**src/rtl/ins_enc_pkg.sv**
```systemverilog
// rtl/ins_enc_pkg.sv - mnemonic set, MIPS-I opcode/funct constants, FSM states and word encoder.
// The encoder is shared by both builds; the INS_ENC_CHECK_EN build also uses mnem_defined().
package ins_enc_pkg;

  localparam logic [5:0] MNEM_COUNT = 6'd38;

  typedef enum logic [5:0] {
    M_ADD = 6'd0, M_ADDU, M_SUB, M_SUBU, M_SLT, M_SLTU, M_AND, M_OR, M_XOR, M_NOR,
    M_SLL, M_SRL, M_SRA, M_SLLV, M_SRLV, M_SRAV, M_JR, M_JALR,
    M_BLTZ, M_BGEZ, M_J, M_JAL, M_BEQ, M_BNE, M_BLEZ, M_BGTZ,
    M_ADDIU, M_SLTI, M_SLTIU, M_ANDI, M_ORI, M_XORI, M_LUI,
    M_LB, M_LBU, M_LW, M_SB, M_SW
  } mnem_e;

  typedef enum logic [1:0] {
    S_IDLE = 2'd0,
    S_RUN  = 2'd1,
    S_FULL = 2'd2
  } state_e;

  localparam logic [5:0] OP_SPECIAL = 6'h00, OP_REGIMM = 6'h01, OP_J     = 6'h02;
  localparam logic [5:0] OP_JAL     = 6'h03, OP_BEQ    = 6'h04, OP_BNE   = 6'h05;
  localparam logic [5:0] OP_BLEZ    = 6'h06, OP_BGTZ   = 6'h07, OP_ADDIU = 6'h09;
  localparam logic [5:0] OP_SLTI    = 6'h0A, OP_SLTIU  = 6'h0B, OP_ANDI  = 6'h0C;
  localparam logic [5:0] OP_ORI     = 6'h0D, OP_XORI   = 6'h0E, OP_LUI   = 6'h0F;
  localparam logic [5:0] OP_LB      = 6'h20, OP_LW     = 6'h23, OP_LBU   = 6'h24;
  localparam logic [5:0] OP_SB      = 6'h28, OP_SW     = 6'h2B;

  localparam logic [5:0] FN_SLL  = 6'h00, FN_SRL  = 6'h02, FN_SRA  = 6'h03, FN_SLLV = 6'h04;
  localparam logic [5:0] FN_SRLV = 6'h06, FN_SRAV = 6'h07, FN_JR   = 6'h08, FN_JALR = 6'h09;
  localparam logic [5:0] FN_ADD  = 6'h20, FN_ADDU = 6'h21, FN_SUB  = 6'h22, FN_SUBU = 6'h23;
  localparam logic [5:0] FN_AND  = 6'h24, FN_OR   = 6'h25, FN_XOR  = 6'h26, FN_NOR  = 6'h27;
  localparam logic [5:0] FN_SLT  = 6'h2A, FN_SLTU = 6'h2B;

  function automatic logic [31:0] r_word(input logic [4:0] rs, input logic [4:0] rt,
                                         input logic [4:0] rd, input logic [4:0] sh,
                                         input logic [5:0] fn);
    return {OP_SPECIAL, rs, rt, rd, sh, fn};
  endfunction

  function automatic logic [31:0] i_word(input logic [5:0] op, input logic [4:0] rs,
                                         input logic [4:0] rt, input logic [15:0] imm16);
    return {op, rs, rt, imm16};
  endfunction

  function automatic logic mnem_defined(input logic [5:0] mnem);
    return mnem < MNEM_COUNT;
  endfunction

  // Undefined mnemonics encode to all-zero (a MIPS NOP).
  function automatic logic [31:0] ins_encode(input logic [5:0] mnem, input logic [4:0] rs,
                                             input logic [4:0] rt, input logic [4:0] rd,
                                             input logic [4:0] shamt, input logic [25:0] imm);
    logic [31:0] w;
    w = 32'h0;
    case (mnem)
      M_ADD:   w = r_word(rs, rt, rd, 5'd0, FN_ADD);
      M_ADDU:  w = r_word(rs, rt, rd, 5'd0, FN_ADDU);
      M_SUB:   w = r_word(rs, rt, rd, 5'd0, FN_SUB);
      M_SUBU:  w = r_word(rs, rt, rd, 5'd0, FN_SUBU);
      M_SLT:   w = r_word(rs, rt, rd, 5'd0, FN_SLT);
      M_SLTU:  w = r_word(rs, rt, rd, 5'd0, FN_SLTU);
      M_AND:   w = r_word(rs, rt, rd, 5'd0, FN_AND);
      M_OR:    w = r_word(rs, rt, rd, 5'd0, FN_OR);
      M_XOR:   w = r_word(rs, rt, rd, 5'd0, FN_XOR);
      M_NOR:   w = r_word(rs, rt, rd, 5'd0, FN_NOR);
      M_SLL:   w = r_word(rs, rt, rd, shamt, FN_SLL);
      M_SRL:   w = r_word(rs, rt, rd, shamt, FN_SRL);
      M_SRA:   w = r_word(rs, rt, rd, shamt, FN_SRA);
      M_SLLV:  w = r_word(rs, rt, rd, 5'd0, FN_SLLV);
      M_SRLV:  w = r_word(rs, rt, rd, 5'd0, FN_SRLV);
      M_SRAV:  w = r_word(rs, rt, rd, 5'd0, FN_SRAV);
      M_JR:    w = r_word(rs, 5'd0, 5'd0, 5'd0, FN_JR);
      M_JALR:  w = r_word(rs, rt, rd, 5'd0, FN_JALR);
      M_BLTZ:  w = i_word(OP_REGIMM, rs, 5'd0, imm[15:0]);
      M_BGEZ:  w = i_word(OP_REGIMM, rs, 5'd1, imm[15:0]);
      M_J:     w = {OP_J, imm};
      M_JAL:   w = {OP_JAL, imm};
      M_BEQ:   w = i_word(OP_BEQ, rs, rt, imm[15:0]);
      M_BNE:   w = i_word(OP_BNE, rs, rt, imm[15:0]);
      M_BLEZ:  w = i_word(OP_BLEZ, rs, 5'd0, imm[15:0]);
      M_BGTZ:  w = i_word(OP_BGTZ, rs, 5'd0, imm[15:0]);
      M_ADDIU: w = i_word(OP_ADDIU, rs, rt, imm[15:0]);
      M_SLTI:  w = i_word(OP_SLTI, rs, rt, imm[15:0]);
      M_SLTIU: w = i_word(OP_SLTIU, rs, rt, imm[15:0]);
      M_ANDI:  w = i_word(OP_ANDI, rs, rt, imm[15:0]);
      M_ORI:   w = i_word(OP_ORI, rs, rt, imm[15:0]);
      M_XORI:  w = i_word(OP_XORI, rs, rt, imm[15:0]);
      M_LUI:   w = i_word(OP_LUI, 5'd0, rt, imm[15:0]);
      M_LB:    w = i_word(OP_LB, rs, rt, imm[15:0]);
      M_LBU:   w = i_word(OP_LBU, rs, rt, imm[15:0]);
      M_LW:    w = i_word(OP_LW, rs, rt, imm[15:0]);
      M_SB:    w = i_word(OP_SB, rs, rt, imm[15:0]);
      M_SW:    w = i_word(OP_SW, rs, rt, imm[15:0]);
      default: w = 32'h0;
    endcase
    return w;
  endfunction

endpackage

```
**src/rtl/ins_enc_fifo.sv**
```systemverilog
// rtl/ins_enc_fifo.sv - small synchronous FIFO holding encoded words awaiting the output register.
module ins_enc_fifo #(
  parameter int WIDTH = 32,
  parameter int DEPTH = 2
) (
  input  logic             clk,
  input  logic             rst,
  input  logic             push,
  input  logic [WIDTH-1:0] wdata,
  input  logic             pop,
  output logic [WIDTH-1:0] rdata,
  output logic             empty,
  output logic             full
);

  localparam int AW = (DEPTH > 1) ? $clog2(DEPTH) : 1;
  localparam int CW = $clog2(DEPTH + 1);

  logic [WIDTH-1:0] mem [DEPTH];
  logic [AW-1:0]    wr_ptr;
  logic [AW-1:0]    rd_ptr;
  logic [CW-1:0]    used;

  function automatic logic [AW-1:0] bump(input logic [AW-1:0] p);
    return (p == AW'(DEPTH - 1)) ? '0 : p + AW'(1);
  endfunction

  always_ff @(posedge clk) begin
    if (push) mem[wr_ptr] <= wdata;
  end

  always_ff @(posedge clk) begin
    if (rst) begin
      wr_ptr <= '0;
      rd_ptr <= '0;
      used   <= '0;
    end else begin
      if (push) wr_ptr <= bump(wr_ptr);
      if (pop)  rd_ptr <= bump(rd_ptr);
      if (push && !pop)      used <= used + CW'(1);
      else if (pop && !push) used <= used - CW'(1);
    end
  end

  assign rdata = mem[rd_ptr];
  assign empty = (used == '0);
  assign full  = (used == CW'(DEPTH));

endmodule

```
**src/rtl/ins_encoder.sv**
```systemverilog
// rtl/ins_encoder.sv - MIPS-I instruction encoder streaming words into instruction memory.
// Optional INS_ENC_CHECK_EN: drop undefined mnemonics and raise sticky err.
module ins_encoder
  import ins_enc_pkg::*;
(
  input  logic        clk,
  input  logic        rst,
  input  logic        cfg_load,
  input  logic [9:0]  cfg_base,
  input  logic        req_valid,
  output logic        req_ready,
  input  logic [5:0]  req_mnem,
  input  logic [4:0]  req_rs,
  input  logic [4:0]  req_rt,
  input  logic [4:0]  req_rd,
  input  logic [4:0]  req_shamt,
  input  logic [25:0] req_imm,
  output logic        imem_we,
  input  logic        imem_ready,
  output logic [9:0]  imem_addr,
  output logic [31:0] imem_wdata,
  output logic [10:0] count,
  output logic        busy,
  output logic        err
);

  state_e      state, state_next;
  logic        accept, keep, hs, going_full, avail, load;
  logic        fifo_push, fifo_pop, fifo_empty, fifo_full;
  logic [31:0] enc_word, fifo_head, head;

  assign accept   = req_valid & req_ready;
  assign enc_word = ins_encode(req_mnem, req_rs, req_rt, req_rd, req_shamt, req_imm);

`ifdef INS_ENC_CHECK_EN
  assign keep = accept & mnem_defined(req_mnem);

  always_ff @(posedge clk) begin
    if (rst)                                   err <= 1'b0;
    else if (accept && !mnem_defined(req_mnem)) err <= 1'b1;
  end
`else
  assign keep = accept;
  assign err  = 1'b0;
`endif

  assign hs         = imem_we & imem_ready;
  assign going_full = hs & (imem_addr == 10'd1023) & ~cfg_load;
  // An empty FIFO is bypassed so a fresh request reaches imem one cycle after acceptance.
  assign avail      = ~fifo_empty | keep;
  assign load       = (state == S_RUN) & avail & (~imem_we | hs) & ~going_full;
  assign head       = fifo_empty ? enc_word : fifo_head;
  assign fifo_pop   = load & ~fifo_empty;
  assign fifo_push  = keep & ~(load & fifo_empty);

  ins_enc_fifo #(.WIDTH(32), .DEPTH(2)) u_fifo (
    .clk   (clk),
    .rst   (rst),
    .push  (fifo_push),
    .wdata (enc_word),
    .pop   (fifo_pop),
    .rdata (fifo_head),
    .empty (fifo_empty),
    .full  (fifo_full)
  );

  always_ff @(posedge clk) begin
    if (rst) state <= S_IDLE;
    else     state <= state_next;
  end

  always_comb begin
    state_next = state;
    req_ready  = 1'b0;
    case (state)
      S_IDLE: if (cfg_load) state_next = S_RUN;
      S_RUN: begin
        req_ready = ~fifo_full;
        if (going_full) state_next = S_FULL;
      end
      S_FULL: if (cfg_load) state_next = S_RUN;
      default: state_next = S_IDLE;
    endcase
  end

  // imem_addr doubles as the write pointer; it saturates at 1023 instead of wrapping.
  always_ff @(posedge clk) begin
    if (rst) begin
      imem_we    <= 1'b0;
      imem_addr  <= 10'd0;
      imem_wdata <= 32'h0;
      count      <= 11'd0;
    end else begin
      if (load) begin
        imem_we    <= 1'b1;
        imem_wdata <= head;
      end else if (hs) begin
        imem_we    <= 1'b0;
      end
      if (cfg_load)                        imem_addr <= cfg_base;
      else if (hs && imem_addr != 10'd1023) imem_addr <= imem_addr + 10'd1;
      if (cfg_load) count <= 11'd0;
      else if (hs)  count <= count + 11'd1;
    end
  end

  assign busy = ~fifo_empty | imem_we;

endmodule

```
**config.mk**
```make
export PLATFORM = sky130hd
export DESIGN_NAME = ins_encoder
export DESIGN_NICKNAME = d
export VERILOG_FILES = /design/src/rtl/ins_enc_pkg.sv /design/src/rtl/ins_enc_fifo.sv /design/src/rtl/ins_encoder.sv
export SDC_FILE = /design/constraint.sdc
export NUM_CORES = 1
export LEC_CHECK = 0
export ABC_AREA = 0
export CAP_MARGIN = 25
export CORE_AREA = 2 2 107 109
export CTS_CLUSTER_DIAMETER = 30
export CTS_CLUSTER_SIZE = 8
export DETAILED_ROUTE_END_ITERATION = 8
export DIE_AREA = 0 0 109 111
export PLACE_DENSITY = 0.87
export SYNTH_ARGS = -nofsm -noshare
export SYNTH_HDL_FRONTEND = slang
export SYNTH_SLANG_ARGS = --single-unit
export TNS_END_PERCENT = 5
```
**constraint.sdc**
```tcl
create_clock -name clk -period 7.95 [get_ports clk]
set_input_delay 1.9875 -clock clk [delete_from_list [all_inputs] [get_ports clk]]
set_output_delay 1.9875 -clock clk [all_outputs]
set_load 0.05 [all_outputs]
```
* Word level (Yosys, flattened, before mapping) *
Memories as Yosys holds them, arrays and structs flattened. A register that Yosys moved wholly into a read port is not among the register bits.
Index checks and enable logic that the tools add are counted.

cells by class
  muxes and demuxes = 18
  add/subtract/negate cells = 6
  eq/ne operators = 44
  bitwise logic cells = 19
  reduce and logical (&&, ||, !) cells = 14

operator list
  operator                 number
  $pmux W32 S38            1
  $eq A6 B5 Y1 const B     16
  $eq A6 B4 Y1 const B     8
  $eq A6 B6 Y1 const B     6
  $mux W32                 1
  $eq A6 B3 Y1 const B     4
  $mux W10                 2
  $eq A6 B2 Y1 const B     2
  $add A11 B1 Y11 const B  1
  $add A10 B1 Y10 const B  1
  $and A1 B1 Y1            10
  $eq A10 B10 Y1 const B   1
  $ne A10 B10 Y1 const B   1
  $mux W1                  9
  $mux W2                  4
  $eq A6 B1 Y1 const B     1
  $logic_not A6 Y1         1
  $not A1 Y1               6
  $reduce_bool A2 Y1       3
  $eq A2 B2 Y1 const B     2
  $logic_not A2 Y1         2
  $pmux W2 S2              1
  $reduce_or A2 Y1         2
  $logic_and A1 B1 Y1      3
  other kinds (9)          13

storage, ports and cells
  flip-flop bits (word level) = 60
  memories = 1
  memory bits (writable) = 64
  input port bits = 67
  output and inout bits = 57
  word-level logic and storage cells = 110

memories
  memory      depth  bits a word  rd ports  clocked after memory_dff  wr ports  RTL line            RTL
  u_fifo.mem  2      32           1         1                         1         ins_enc_fifo.sv:19  logic [WIDTH-1:0] mem [DEPTH];

* Depth between registers and ports, before layout *
  depth in word-level cells = 15
  gate-level depth with buffers = 10
  depth with buffers taken out = 9

* Hierarchy *
A second synthesis with hierarchy kept.

unflattened totals
  cells, all modules = 573
  area total of the unflattened synthesis = 6084.6 um^2

by module, submodules not included
  module        cells each  instances  area each (um^2)  sequential area each (um^2)
  ins_encoder   451         1          3567.2            1121.1
  ins_enc_fifo  122         1          2517.4            2021.9

* Worst setup path before layout *
No wires, ideal clock.

  path kind = input-to-reg
  start point = in cfg_load
  end point = mem u_fifo.mem[0][0] (enable)
  data required time = 7527 ps
  arrival = 4211 ps
  cell stages on the path = 4
  path slack = 3316 ps
  buffers on the path = 0
  library setup time = 423 ps
  path through = nand3b_1 nor4_4 o311a_1 nor2b_1

on the way
  word-level cells in the longest chain between the ends = 9

RTL lines
  what                           RTL line            RTL
  start: declaration             ins_encoder.sv:8    input logic cfg_load,
  $not A1 Y1                     ins_encoder.sv:48   assign going_full = hs & (imem_addr == 10'd1023) & ~cfg_load;
  $and A1 B1 Y1                  ins_encoder.sv:48
  $not A1 Y1                     ins_encoder.sv:51   assign load = (state == S_RUN) & avail & (~imem_we | hs) & ~going_full;
  $and A1 B1 Y1                  ins_encoder.sv:51
  $and A1 B1 Y1                  ins_encoder.sv:54   assign fifo_push = keep & ~(load & fifo_empty);
  $not A1 Y1                     ins_encoder.sv:54
  $and A1 B1 Y1                  ins_encoder.sv:54
  via fifo_push                  ins_encoder.sv:29   logic fifo_push, fifo_pop, fifo_empty, fifo_full;
  $mux W1                        ins_enc_fifo.sv:29  if (push) mem[wr_ptr] <= wdata;
  $mux W1 (implied by the code)  ins_enc_fifo.sv:29
  end: declaration               ins_enc_fifo.sv:19

The timed path passes the listed nets, and every way through them passes these cells.

* Final worst setup path *
  start point = in cfg_load
  end point = mem u_fifo.mem[0][16] (enable)

The elaborated chain is that of the path after synthesis.

==> results.yml <==
final_layout:
  stdcell_count: 809
  nets: 723
  areaGrowthSynthToFinish_pct: 28.7
  post-route-util_pct: 69.7
  drive_above_1_share_pct: 9.76
  antenna_cells: 0
route:
  routedWlPerCell_um: 18.2
  via_per_inst: 6.00
  wl_um: 14800
  dr_total_vias: 4850
  drcViolationCount: 0
  drtIter0Drc: 356
  drt_pass1_iterations: 5
  ant_nets: 0
die:
  initial_core_util_pct: 54.2
  io_pins: 124
  dieArea_um2: 12100
  core_region_area_um2: 11100
  die_x_um: 109
  row_count: 39
  die_h_um: 111
synthesis:
  synth_most_common_cell: "edfxtp_1"
  yosys_warnings: 0
  ys_types: 71
  yosys-top-cells-count: "edfxtp_1 (62), dfxtp_1 (60), nand2_1 (59), a21oi_1 (35), mux2i_1 (27)"
  synth-main-ff-cell: "edfxtp_1"
  yosysTopAreaCellShare_pct: 31.0
  synthCells: 556
  syn_area_um2: 6000
  seq_area_frac_synth_pct: 51.1
  synth_seq_cells: 122
  synth_area_leaders: "edfxtp_1 (31%), dfxtp_1 (20%), mux2i_1 (4.5%)"
  ys_async_sr_fraction_pct: 0
  syn_area_per_cell_um2: 10.8
  synth_top_cell_by_area: "edfxtp_1"
  synth_edf_count: 62
clocking:
  cts_resized: 0
  insertion_delay_ns: 0.42
  clkSinkCount: 122
  htreeDepth: 4
  root_buffer: "clkbuf_16"
  cts_tree: "yes"
  cts-hold-fix-buffers: 0
  clk_pin_slew_ns: 0.05
  cts_setup_buffers: 0
  cts_buffers: 17
  clock_path_buffers: 2
setup_path:
  reg2reg_to: "u_fifo.used[1]"
  crit_chain: "clkdlybuf4s50_1, nand3b_1, nor4_4, o311a_1, nor2b_4"
  path_class: "input pin to register"
  worst-path-max-fanout: 31
  crit_slowest_cell: "nor2b_4"
  worstReg2RegStart: "u_fifo.used[0]"
  cp.required_ns: 7.98
  critical_path.max_stage_delay_ns: 0.78
  reg2reg_slack_ns: 4.82
  reg2reg_depth: 8
  end_kind: "register"
  crit_path_start: "cfg_load"
  cp-start-kind: "input pin"
  arrival_ns: 4.46
timing:
  finalCriticalPeriod_ns: 4.42
  worst_pin_slew_ns: 1.01
  rsz0062_at_grt: "no"
  fmax_ghz: 0.226
  finalClockSkew_ns: 0.00969
  finalSetupTns_ns: 0
  finalCritPeriodShare_pct: 55.6
  hold_viol: 0
  drv_slew: 0
  slew-limit-headroom_pct: 32.6
  setup_viol: 0
global_route:
  antenna_found_initial: 0
  gr-total-overflow: 0
  first_global_vias: 4915
  grt_pass1_wl_um: 23700
  grt_start_max_net_pins: 51
  track_usage_pct: 25.3
pwr:
  p_leak_nw: 2.62
  total_power_w: 0.00173
  vdd_drop_max_v: 0.000146
  p_per_area_nw_per_um2: 224
placed_design:
  io_buffers: 121
  dp_cells: 776
  place_congestion: 0.877
  dpl.hpwl_um: 9570
worst_hold_path:
  hp-start: "imem_wdata[5]"
  holdPathEnd: "imem_wdata[5]"
  hold_path_class: "register to register"
  hold_path_depth: 2
run:
  drv_cap: 0
status:
  status: "completed"
==> metal layers <==
layer | GRT usage, % | up-vias | wire length [um]
li1 | - | 2303 | -
met1 | 30.6 | 2305 | 5900
met5 | 0 | - | 0
met2 | 41.1 | 205 | 7490
met3 | 7.82 | 37 | 993
met4 | 11.3 | 0 | 378
==> registers in the layout, indices dropped and copies added, names as in the netlist, named ones only <==
| signal | cells |
|---|---|
| u_fifo.wr_ptr | 1 |
| imem_addr | 10 |
| u_fifo.mem | 62 |
| count | 11 |
| state | 2 |
| u_fifo.rd_ptr | 1 |
| imem_wdata | 31 |
| u_fifo.used | 2 |
| imem_we | 1 |
==> power breakdown <==
part	internal, W	total (W)	switching [W]
logic	0.000110	0.000292	0.000182
clock network	0.000453	0.000725	0.000272
registers	0.000691	0.000712	0.0000206
==> metrics by stage <==
stage / setup WS (ns) / hold WS (ns) / area (um2)
6_report: 3.53 / 0.458 / 7720
5_1_grt: 3.41 / 0.493 / 7720
4_1_cts: 3.35 / 0.461 / 7710
3_5_place_dp: 3.00 / 0.453 / 7150
3_3_place_gp: 3.12 / 0.452 / 7150
2_1_floorplan: 3.32 / 0.470 / 6000
==> area by class of cell <==
type	count	area (um2)
flip-flops and latches	122	3060
repair buffers	125	1240
inverters	8	30.0
fillers	781	3350
clock inverters	15	134
clock buffers	17	425
well taps	143	179
multi-input cells	379	2650
==> worst max-delay path: cells and delay by family <==
| kind | cells | cell delay, ns |
|---|---|---|
| compound gates | 1 | 0.30 |
| buf+inv | 1 | 0.65 |
| simple gates | 3 | 1.51 |
==> cell usage in the layout, fill, tap and decap left out, drive strengths merged, types with 11 or more instances in the layout <==
cell type,synthesis,layout
clkbuf,18,17
a21oi,35,35
clkdlybuf4s50,0,120
nor3,11,11
nor4,13,13
dfxtp,60,60
o21ai,12,12
xor2,12,12
a22o,20,20
o211ai,17,17
nand2,59,59
mux2i,27,27
nor2,26,26
a211oi,13,13
and3,18,18
edfxtp,62,62
==> cell families after synthesis <==
| family | count (synthesis) | share of synthesized area (%) |
|---|---|---|
| fa+ha+maj | 4 | 0.813 |
| buf+inv | 56 | 5.05 |
| mux | 28 | 4.69 |
| other cells | 1 | 0.0625 |
| compound gates | 142 | 19.0 |
| xor+xnor | 20 | 2.92 |
| simple gates | 183 | 16.4 |
| flops | 122 | 51.1 |
==> how the worst max path moves through the flow <==
| stage | end | cells past startpoint | slack (ns) |
|---|---|---|---|
| floorplan | u_fifo.mem[0][0] | 4 | 3.32 |
| global placement | u_fifo.used[1] | 8 | 3.12 |
| detailed placement | u_fifo.used[1] | 8 | 3.00 |
| CTS | u_fifo.used[1] | 8 | 3.35 |
| global route | u_fifo.mem[0][13] | 5 | 3.41 |
| finish | u_fifo.mem[0][16] | 5 | 3.53 |
Power figures use the tool's default switching activity.
